File: src/rtl/mem_access.sv
// Multicycle load/store sequencer: checks size/alignment, builds the write bit-mask,
// and runs a req/ack bus cycle. Optional REQ timeout under `MEM_ACCESS_TIMEOUT_EN`.
module mem_access #(
  parameter int unsigned TIMEOUT = 255
) (
  input  logic        clock,
  input  logic        reset,
  input  logic        start,
  input  logic        we,
  input  logic [31:0] ir,
  input  logic [31:0] addr,
  input  logic [31:0] wdata,
  output logic        busy,
  output logic        done,
  output logic        err,
  output logic [31:0] rdata,
  output logic        mem_req,
  output logic        mem_we,
  output logic [31:0] mem_addr,
  output logic [31:0] mem_wrbits,
  output logic [31:0] mem_wdata,
  input  logic [31:0] mem_rdata,
  input  logic        mem_ack
);

  if (TIMEOUT < 1 || TIMEOUT > 65535) begin : g_bad_timeout
    $error("mem_access: TIMEOUT out of range 1..65535");
  end

  typedef enum logic [1:0] {IDLE, REQ, FIN} state_t;
  state_t state, state_nxt;

  logic [2:0]  f3;
  logic        legal, misal, bad, accept, ack, tmo;
  logic [31:0] wrbits_nxt;

  assign f3     = ir[14:12];
  assign accept = (state == IDLE) && start;
  assign ack    = (state == REQ) && mem_ack;

  always_comb begin
    legal = we ? (f3 inside {3'b000, 3'b001, 3'b010})
               : (f3 inside {3'b000, 3'b001, 3'b010, 3'b100, 3'b101});
    misal = ((f3[1:0] == 2'b01) && addr[0]) ||
            ((f3[1:0] == 2'b10) && (addr[1:0] != 2'b00));
    bad   = !legal || misal;
  end

  // Store data arrives pre-replicated, so the mask alone selects the lanes.
  always_comb begin
    wrbits_nxt = '0;
    if (we) begin
      case (f3[1:0])
        2'b00:   wrbits_nxt = 32'h0000_00FF << {addr[1:0], 3'b000};
        2'b01:   wrbits_nxt = 32'h0000_FFFF << {addr[1], 4'b0000};
        default: wrbits_nxt = '1;
      endcase
    end
  end

`ifdef MEM_ACCESS_TIMEOUT_EN
  logic [15:0] cnt;

  always_ff @(posedge clock or negedge reset) begin
    if (!reset)              cnt <= '0;
    else if (state != REQ)   cnt <= '0;
    else if (!mem_ack)       cnt <= cnt + 16'd1;
  end

  // Ack on the timeout edge takes priority.
  assign tmo = (state == REQ) && !mem_ack && (cnt == 16'(TIMEOUT - 1));
`else
  assign tmo = 1'b0;
`endif

  always_ff @(posedge clock or negedge reset) begin
    if (!reset) state <= IDLE;
    else        state <= state_nxt;
  end

  always_comb begin
    state_nxt = state;
    case (state)
      IDLE:    if (start) state_nxt = bad ? FIN : REQ;
      REQ:     if (mem_ack || tmo) state_nxt = FIN;
      FIN:     state_nxt = IDLE;
      default: state_nxt = IDLE;
    endcase
  end

  always_comb begin
    busy    = (state == REQ);
    mem_req = (state == REQ);
    done    = (state == FIN);
  end

  always_ff @(posedge clock or negedge reset) begin
    if (!reset) begin
      err        <= 1'b0;
      rdata      <= '0;
      mem_we     <= 1'b0;
      mem_addr   <= '0;
      mem_wrbits <= '0;
      mem_wdata  <= '0;
    end else begin
      if (accept) err <= bad;
      else if (tmo) err <= 1'b1;
      if (accept && !bad) begin
        mem_we     <= we;
        mem_addr   <= {addr[31:2], 2'b00};
        mem_wrbits <= wrbits_nxt;
        mem_wdata  <= wdata;
      end
      if (ack && !mem_we) rdata <= mem_rdata;
    end
  end

endmodule

File: config.mk
export PLATFORM = sky130hd
export DESIGN_NAME = mem_access
export DESIGN_NICKNAME = d
export VERILOG_FILES = /design/src/rtl/mem_access.sv
export SDC_FILE = /design/constraint.sdc
export NUM_CORES = 1
export LEC_CHECK = 0
export ABC_AREA = 0
export CORE_UTILIZATION = 33
export DETAILED_ROUTE_END_ITERATION = 6
export GPL_TIMING_DRIVEN = 0
export PLACE_DENSITY = 0.75
export SLEW_MARGIN = 10
export SYNTH_ARGS = -nofsm -noshare
export SYNTH_HDL_FRONTEND = slang
export SYNTH_SLANG_ARGS = --single-unit
File: constraint.sdc
create_clock -name clock -period 1.91 [get_ports clock]
set_input_delay 0.382 -clock clock [delete_from_list [all_inputs] [get_ports clock]]
set_output_delay 0.382 -clock clock [all_outputs]
set_load 0.01 [all_outputs]
# == Yosys cells after proc, flatten, opt, wreduce, memory -nomap -nowiden ==
# Index checks and enable logic that the tools add are counted.
# op_classes
n_eq_ne,10
n_shift,2
muxes,7
reduce_logical,18
# op_table
op,count
one-hot mux 32 bit (2 select lines),1
two-way mux 32 bit,1
<< shifter 16 x 5 -> 32 bit (first input constant),1
<< shifter 8 x 5 -> 32 bit (first input constant),1
== test 3 bit (second input constant),2
logical AND 1 bit,6
two-way mux 2 bit,3
nonzero test 5 bit,1
== test 2 x 1 -> 1 bit (second input constant),2
== test 2 bit (second input constant),2
zero test 2 bit,2
one-hot mux 2 bit (2 select lines),1
== test 3 x 1 -> 1 bit (second input constant),1
== test 3 x 2 -> 1 bit (second input constant),1
zero test 1 bit,3
zero test 3 bit,1
nonzero test 3 bit,1
logical OR 1 bit,2
inequality test 2 x 1 -> 1 bit (second input constant),1
inequality test 2 bit (second input constant),1
AND reduction 2 bit,1
nonzero test 2 bit,1
two-way mux 1 bit,1
# totals
ff_bits,130
input_bits,133
wordCells,44

# == Longest topological paths before layout ==
# Gate-level depths: netlist of run 1.
# depth
word_depth,8
ltp_mapped,6

# == Least setup slack after synthesis of run 1 ==
# OpenSTA, ideal clock, no wires.
# synth_timing
kind,reg-to-reg
from,register state[0]
to,register mem_wdata[14]
setup_time_ns,0.125
arrival_time_ns,1.658
required_time_ns,1.785
path_slack_ns,0.127
path_stages_with_launch,7
n_path_buf,3
cell_sequence,dfrtp_1 or3b_1 buf_2 o21bai_4 buf_6 buf_6 mux2_4
# synth_between
elab_chain_len,3
# synth_lines
element,line_no,source
start: declaration,31,"state_t state, state_nxt;"
start signal: assignment,78,else state <= state_nxt;
zero test 2 bit,38,assign accept = (state == IDLE) && start;
logical AND 1 bit,38,
logical AND 1 bit,108,if (accept && !bad) begin
end signal: assignment,112,mem_wdata <= wdata;
end: declaration,21,"output logic [31:0] mem_wdata,"
# Every way passes these cells.
# A chain may end at the register's enable or synchronous reset.

# == Final worst setup path of run 1 ==
# layout_timing
from,register state[1]
to,register mem_addr[10]
# layout_between
elab_chain_len,3
# layout_lines
element,line_no,source
zero test 2 bit,38,
logical AND 1 bit,38,
logical AND 1 bit,108,
end signal: assignment,110,"mem_addr <= {addr[31:2], 2'b00};"
end: declaration,19,"output logic [31:0] mem_addr,"
# Every way passes these cells.

==> impl_metrics.ini, run 1 <==
[run_status]
status = finished, final reports clean

[sta]
period_minus_slack_ps = 1840
hold-worst-slack_ps = 498
finClkSkew_ps = 5.25
max_clock_freq_mhz = 543
drv_slew = 0
period_share_pct = 96.5
finalSetupViolCount = 0
hold_violations = 0
tns_ps = 0
rsz0062_at_grt = no

[min_path]
hp-class = flip-flop to flip-flop

[placed_design]
dpl-instance-area_um2 = 6810
gp_congestion = 0.805
hpwl_um = 8410
portBuffers = 234

[cts]
clock_sinks = 102
path_clk_slew_ps = 70
htree_num_levels = 3
cts_tree = done
root_buffer = clkbuf_16
cts_buffers = 9
clock_path_buffers = 2
clkLatencyLatePin_ps = 340

[layout]
final_common_cell = clkdlybuf4s50_1
syn_to_final_growth_pct = 71.5
fillers = 1000
drive_gt1_share_pct = 32.0
fin_area_um2 = 7250
fin_nets = 659
mostFrequentLayoutCells = clkdlybuf4s50_1 (227), dfrtp_1 (98), mux2_2 (80)
n_antenna_cell = 0
fin_util_pct = 59.1

[critical_path]
crit_arrival_ps = 2070
crit_path_end_kind = flip-flop
critPathMaxFanout = 10
crit_path_cell_trace = or3b_1 -> buf_6 -> o21bai_4 -> buf_4 -> buf_4 -> mux2_2
start_kind = flip-flop
cp.required_ps = 2130
critPathMaxStageDelay_ps = 400
cpMostUsedCell = buf_4
slowest_stage = dfrtp_1
worstSetupPathType = flip-flop to flip-flop

[floorplanning]
core_area_um2 = 12300
die_area_um2 = 13300
die_y_um = 115
fp.dieW_um = 115
io_pins = 266
initial_core_util_pct = 34.5
rows = 40

[grt]
grt_pass1_vias = 3278
grt_start_max_net_pins = 54
grt_usage_pct = 16.8
antenna_found_initial = 0
overflow = 0
grt_pass1_wl_um = 16900

[routing]
drt_iter0_drc = 56
dr.pass1.iters = 4
detail_route.wirelength_um = 11000
via_per_inst = 4.43
num_vias = 3094
wire_per_inst_um = 15.7
final_antenna_net_count = 0
drc = 0

[synth]
yosys.cell_types.count = 26
syn_area_um2 = 4230
yosys_warnings = 0
syn_area_per_cell_um2 = 15.5
synth_cells = 272
ys_seq_elements = 102
yosysSeqAreaShare_pct = 60.4

[power]
p_comb_share_pct = 45.5
switchingPower_mw = 2.77
power_leakage_nw = 3.16
power_frac_seq_pct = 35.9
peakVddDrop_mv = 0.637
cellPowerDensity_nw_per_um2 = 1370
netSwitchingFraction_pct = 27.9
clkPwrFrac_pct = 18.6
intPower_mw = 7.15

[flow_run]
max_cap_violations = 0
==> power by group through the flow <==
stage          logic [mW]  clock network (mW)  registers, mW
2_1_floorplan        1.37                   0           3.97
3_3_place_gp         4.42                   0           3.54
3_5_place_dp         4.51                   0           3.60
4_1_cts              4.57                1.91           3.57
5_1_grt              4.77                1.99           3.68
6_report             4.51                1.85           3.56
==> stage by stage <==
| step | total power, mW | cells | setup WS [ps] |
|---|---|---|---|
| floorplan | 5.34 | 273 | 127 |
| global placement | 7.97 | 675 | -3380 |
| detailed placement | 8.11 | 676 | -598 |
| CTS | 10.1 | 700 | 5.57 |
| global route | 10.4 | 699 | 11.1 |
| finish | 9.92 | 699 | 66.9 |
==> timing repair <==
action,CTS,global route
pin swaps,2,1
gates cloned,1,0
hold buffers,1,0
resized for setup,17,9
setup endpoints to repair,95,47
hold endpoints to repair,20,0
buffers inserted,6,0
==> layer usage <==
layer	vias to the layer above	global-route usage [%]	wire, µm
met5	-	0	0
met4	0	7.88	219
met3	17	3.74	672
met2	126	30.3	5900
met1	1525	18.8	4190
li1	1426	-	-
==> registers in the layout, indices dropped and copies added, names as in the netlist <==
register and count:
err 1, mem_addr 30, mem_wdata 32, mem_we 1
mem_wrbits 4, rdata 32, state 2
==> area by class of cell <==
class	instances	area (µm²)	area share, %
clock inverters	4	45.0	0.621
plain buffers	41	328	4.52
flip-flops and latches	102	2560	35.3
multi-input cells	125	1380	19.1
clock buffers	12	256	3.54
inverters	4	15.0	0.207
repair buffers	243	2450	33.8
well taps	168	210	2.90
==> final timing paths <==
kind,depth (start not counted),start,to,slack (ps)
min,2,err,err,500
max reg2reg,6,state[1],mem_addr[10],70
min in group asynchronous,2,reset,rdata[13],550
max,6,state[1],mem_addr[10],70
max in group asynchronous,3,reset,mem_wrbits[15],720
min reg2reg,2,err,err,500
==> critical path, delay by kind of cell, from the launching register on <==
kind	cells	cell delay, ps
AND/OR/NAND/NOR	1	400
multiplexers	1	280
flip-flops	1	400
buffers and inverters	3	470
AO/OA/AOI/OAI	1	170
==> Yosys cell counts (all sizes together) <==
master,number,area (µm²)
dfrtp,102,2550
mux2,97,1160
buf,41,302
a21oi,4,20.0
inv,4,15.0
o31ai,4,30.0
nand2b,2,12.5
o21ai,2,10.0
o21bai,2,26.3
o221ai,2,17.5
a221oi,1,8.76
a22o,1,8.76
clkbuf,1,3.75
conb,1,3.75
nand2,1,3.75
nand3b,1,7.51
nor2,1,3.75
nor2b,1,6.26
nor4,1,12.5
or3b,1,8.76
or4,1,7.51
or4b,1,10.0
==> cell families (layout without fill, tap and decap cells) <==
group	count (synthesis)	in the layout	share of synthesized area [%]
AO/OA/AOI/OAI	16	16	2.87
buffers and inverters	46	304	7.58
flip-flops	102	102	60.4
multiplexers	97	97	27.4
other	1	2	0.0887
AND/OR/NAND/NOR	10	10	1.72
Power figures use the tool's default switching activity.
==> run 2, diff against run 1 <==
- PLACE_DENSITY: 0.75 -> unset
- PLACE_DENSITY_LB_ADDON: unset -> 0.12
==> impl_metrics.ini, run 2 (synthesis results as in run 1) <==
[run_status]
status = finished, final reports clean

[cts]
root_buffer = clkbuf_16
clock_path_buffers = 2
cts_buffers = 9
cts_tree = done
clock_sinks = 102
path_clk_slew_ps = 70
htree_num_levels = 3
clkLatencyLatePin_ps = 350

[grt]
overflow = 0
grt_pass1_wl_um = 16800
grt_start_max_net_pins = 66
grt_usage_pct = 17.1
antenna_found_initial = 0
grt_pass1_vias = 3268

[layout]
fillers = 1055
fin_cells = 701
multi_input_area_um2 = 1380
mostFrequentLayoutCells = clkdlybuf4s50_1 (225), dfrtp_1 (98), mux2_2 (80)
reg_top3 = mem_wdata x32, rdata x32, mem_addr x30
syn_to_final_growth_pct = 71.6
drive_gt1_share_pct = 33.2
regArea_um2 = 2560
fin_nets = 661
final_common_cell = clkdlybuf4s50_1
n_antenna_cell = 0
fin_util_pct = 59.1

[critical_path]
endpoint = mem_wdata[14]
timing.rr.start = state[1]
path_delay_family = buffers and inverters
critPathMaxFanout = 10
critPathLaunch = ir[12]
start_kind = primary input
slowest_stage = clkdlybuf4s50_1
r2r_end = mem_wdata[14]
worstSetupPathType = primary input to flip-flop
cp.depth = 6
crit_path_end_kind = flip-flop
r2r_slack_ps = 60
cp.required_ps = 2140
rr_worst_depth = 6
cp_num_buf_inv = 3
crit_arrival_ps = 2130
crit_path_cell_trace = clkdlybuf4s50_1 -> a221oi_4 -> o21bai_4 -> buf_6 -> buf_12 -> mux2_4
critPathMaxStageDelay_ps = 590

[sta]
rsz0062_at_grt = yes
finClkSkew_ps = 4.97
period_minus_slack_ps = 1900
max_clock_freq_mhz = 526
period_share_pct = 99.5
worst_slack_ps = 9.44
drv_slew = 0
hold_violations = 0
finalSetupViolCount = 0

[floorplanning]
initial_core_util_pct = 34.5
die_y_um = 115
io_pins = 266
die_area_um2 = 13300
core_area_um2 = 12300
fp.dieW_um = 115
rows = 40

[placed_design]
hpwl_um = 8300
portBuffers = 234
place_ws_ps = -567
gp_congestion = 0.797
dpl.cell_count = 676

[flow_run]
max_cap_violations = 0

[routing]
dr.pass1.iters = 4
wire_per_inst_um = 15.5
final_antenna_net_count = 0
drc = 0
via_per_inst = 4.40
detail_route.wirelength_um = 10900
num_vias = 3082
drt_iter0_drc = 82

[power]
peakVddDrop_mv = 0.734
p_total_mw = 10.0
cellPowerDensity_nw_per_um2 = 1380
power_leakage_nw = 3.16

[min_path]
hp-class = primary input to async pin
[run 2: metal layers]
metal / global-route usage, % / vias up / share of wire, %
li1: - / 1429 / -
met1: 17.0 / 1509 / 35
met2: 30.4 / 128 / 53
met3: 8.80 / 16 / 9.4
met4: 6.15 / 0 / 2.0
met5: 0 / - / 0
[run 2: worst register-to-register path: stages (launching register included)]
cell,delay [ps]
dfrtp_1,400
or3b_1,390
buf_6,140
o21bai_4,200
buf_6,160
buf_12,150
mux2_4,300
[run 2: final cells by class]
| class | count | share of cell area (%) |
|---|---|---|
| clock buffers | 9 | 3.11 |
| inverters | 4 | 0.207 |
| multi-input cells | 125 | 19.1 |
| repair buffers | 244 | 33.6 |
| clock inverters | 7 | 1.35 |
| plain buffers | 42 | 4.52 |
| flip-flops and latches | 102 | 35.3 |
| well taps | 168 | 2.90 |
[run 2: worst min-delay path by stage]
stage                  from           end  slack, ps  cells after the start
2_1_floorplan         reset           err         90                      0
3_3_place_gp            err           err        470                      2
3_5_place_dp          reset     rdata[11]        310                      1
4_1_cts               reset     rdata[11]        500                      2
5_1_grt        mem_wdata[3]  mem_wdata[3]        520                      1
6_report              reset     rdata[11]        500                      2
[run 2: what timing repair did]
| item | CTS | global route |
|---|---|---|
| resized for setup | 11 | 11 |
| setup buffers | 3 | 5 |
| endpoints found under the hold margin | 37 | 0 |
| pin swaps | 0 | 2 |
| cloned | 0 | 0 |
| hold buffers | 1 | 0 |
| setup endpoints to repair | 99 | 57 |
[run 2: where the power goes]
group          leakage [nW]  switching, mW  total, mW  internal, mW
clock network         0.152          0.822       1.97          1.15
registers              1.22          0.494       3.54          3.05
logic                  1.80           1.49       4.50          3.01
[run 2: through the flow]
stage | cell area, µm² | hold WS (ps) | TNS (ps)
final | 7250 | 502 | 0
after global routing | 7250 | 520 | -2150
after CTS | 7190 | 498 | -487
after detailed placement | 6810 | 312 | -40320
after global placement | 6780 | 471 | -397340
after floorplan | 4230 | 86.4 | 0
==> run 3, diff against run 2 <==
- CORE_MARGIN: unset -> 8
- PLACE_DENSITY: unset -> 0.82
- PLACE_DENSITY_LB_ADDON: 0.12 -> unset
==> impl_metrics.ini, run 3 (synthesis results as in run 1) <==
[power]
clkPwrFrac_pct = 20.6
p_comb_share_pct = 44.5
intPower_mw = 7.40
switchingPower_mw = 2.83
netSwitchingFraction_pct = 27.7
p_total_mw = 10.2
power_leakage_nw = 3.15
cellPowerDensity_nw_per_um2 = 1410
power_frac_seq_pct = 34.9
peakVddDrop_mv = 0.647

[min_path]
hp-class = primary input to async pin

[routing]
dr.pass1.iters = 4
final_antenna_net_count = 0
drc = 0
num_vias = 3097
via_per_inst = 4.42
drt_iter0_drc = 82
detail_route.wirelength_um = 12400
wire_per_inst_um = 17.8

[floorplanning]
die_area_um2 = 16700
core_area_um2 = 12600
fp.dieW_um = 129
rows = 41
die_y_um = 129
io_pins = 266
initial_core_util_pct = 33.6

[grt]
grt_start_max_net_pins = 58
grt_pass1_vias = 3492
overflow = 0
antenna_found_initial = 0
grt_pass1_wl_um = 19000
grt_usage_pct = 14.7

[layout]
fin_cells = 700
mostFrequentLayoutCells = clkdlybuf4s50_1 (228), dfrtp_1 (98), mux2_2 (80)
fin_area_um2 = 7250
n_antenna_cell = 0
syn_to_final_growth_pct = 71.5
drive_gt1_share_pct = 31.8
reg_top3 = mem_wdata x32, rdata x32, mem_addr x30
fin_nets = 656
final_common_cell = clkdlybuf4s50_1

[sta]
worst_slack_ps = 60.6
slew_headroom_pct = 58.7
finalSetupViolCount = 0
rsz0062_at_grt = no
tightestPinTransition_ps = 620
period_minus_slack_ps = 1850
finClkSkew_ps = 3.99
tns_ps = 0
drv_slew = 0
hold_violations = 0
period_share_pct = 96.8
max_clock_freq_mhz = 541

[critical_path]
start_kind = primary input
cp_num_buf_inv = 3
critPathMaxStageDelay_ps = 530
critPathMaxFanout = 10
slowest_stage = clkdlybuf4s50_1
path_delay_family = buffers and inverters
crit_path_end_kind = flip-flop
crit_path_cell_trace = clkdlybuf4s50_1 -> nor4_4 -> o21bai_4 -> buf_6 -> buf_12 -> mux2_4
crit_arrival_ps = 2070
cp.required_ps = 2130
worstSetupPathType = primary input to flip-flop

[cts]
cts-hold-fix-buffers = 0
clock_sinks = 102
cts_tree = done
cts_buffers = 9
root_buffer = clkbuf_16
clkLatencyLatePin_ps = 330
clock_path_buffers = 2
path_clk_slew_ps = 70
htree_num_levels = 3

[placed_design]
gp_congestion = 0.785
hpwl_um = 10100
place_ws_ps = -576
dpl-instance-area_um2 = 6810
portBuffers = 234
dpl.cell_count = 680

[run_status]
status = finished, final reports clean

[flow_run]
max_cap_violations = 0
==> run 3: changes by cell type in the layout (fill, tap and decap cells not counted), sizes merged, moves of 2 or more <==
cell / previous run / this run
clkinvlp: 2 / 0
clkinv: 2 / 0
buf: 54 / 47
clkdlybuf4s50: 225 / 228
clkbuf: 11 / 14
==> run 3: final cells by class <==
class | instances | area [µm²]
Tap cell | 172 | 215
Timing Repair Buffer | 240 | 2410
Inverter | 4 | 15.0
Clock inverter | 3 | 90.1
Multi-Input combinational cell | 125 | 1390
Buffer | 41 | 319
Sequential cell | 102 | 2560
Clock buffer | 13 | 260
Fill cell | 1031 | 5320
==> run 3: power by group through the flow <==
stage          combinational [mW]  sequential (mW)  clock, mW
2_1_floorplan                1.37             3.97          0
3_3_place_gp                 4.50             3.54          0
3_5_place_dp                 4.61             3.61          0
4_1_cts                      4.65             3.59       2.18
5_1_grt                      4.82             3.70       2.26
6_report                     4.56             3.57       2.11
==> run 3: metal layers <==
| metal | track usage, % | up-vias | wire length (µm) | share of wire [%] |
|---|---|---|---|---|
| met1 | 15.3 | 1516 | 4480 | 36 |
| met3 | 4.97 | 21 | 1140 | 9.2 |
| met5 | 0 | - | 0 | 0 |
| li1 | - | 1419 | - | - |
| met2 | 26.3 | 141 | 6520 | 52 |
| met4 | 6.63 | 0 | 295 | 2.4 |
==> run 3: final timing paths <==
| path | cells past startpoint | slack (ps) | endpoint | startpoint |
|---|---|---|---|---|
| worst max register to register | 5 | 80 | mem_wdata[29] | state[1] |
| worst min-delay path | 1 | 50 | rdata[0] | reset |
| worst min register to register | 1 | 500 | mem_addr[2] | mem_addr[2] |
| max in group asynchronous | 2 | 1160 | mem_addr[2] | reset |
| min in group clock | 1 | 500 | mem_addr[2] | mem_addr[2] |
| worst max-delay path | 6 | 60 | mem_wdata[29] | addr[1] |
==> run 3: timing repair <==
action                     4_1_cts  5_1_grt
resized for setup               15        5
buffers inserted                 3        2
pin swaps                        1        3
setup endpoints to repair      101       63
==> run 3: metrics by stage <==
stage	hold WS (ps)	utilization, %
floorplan	86.4	-
global placement	483	54.0
detailed placement	442	54.2
CTS	67.2	57.5
global route	88.4	57.7
finish	53.7	57.7
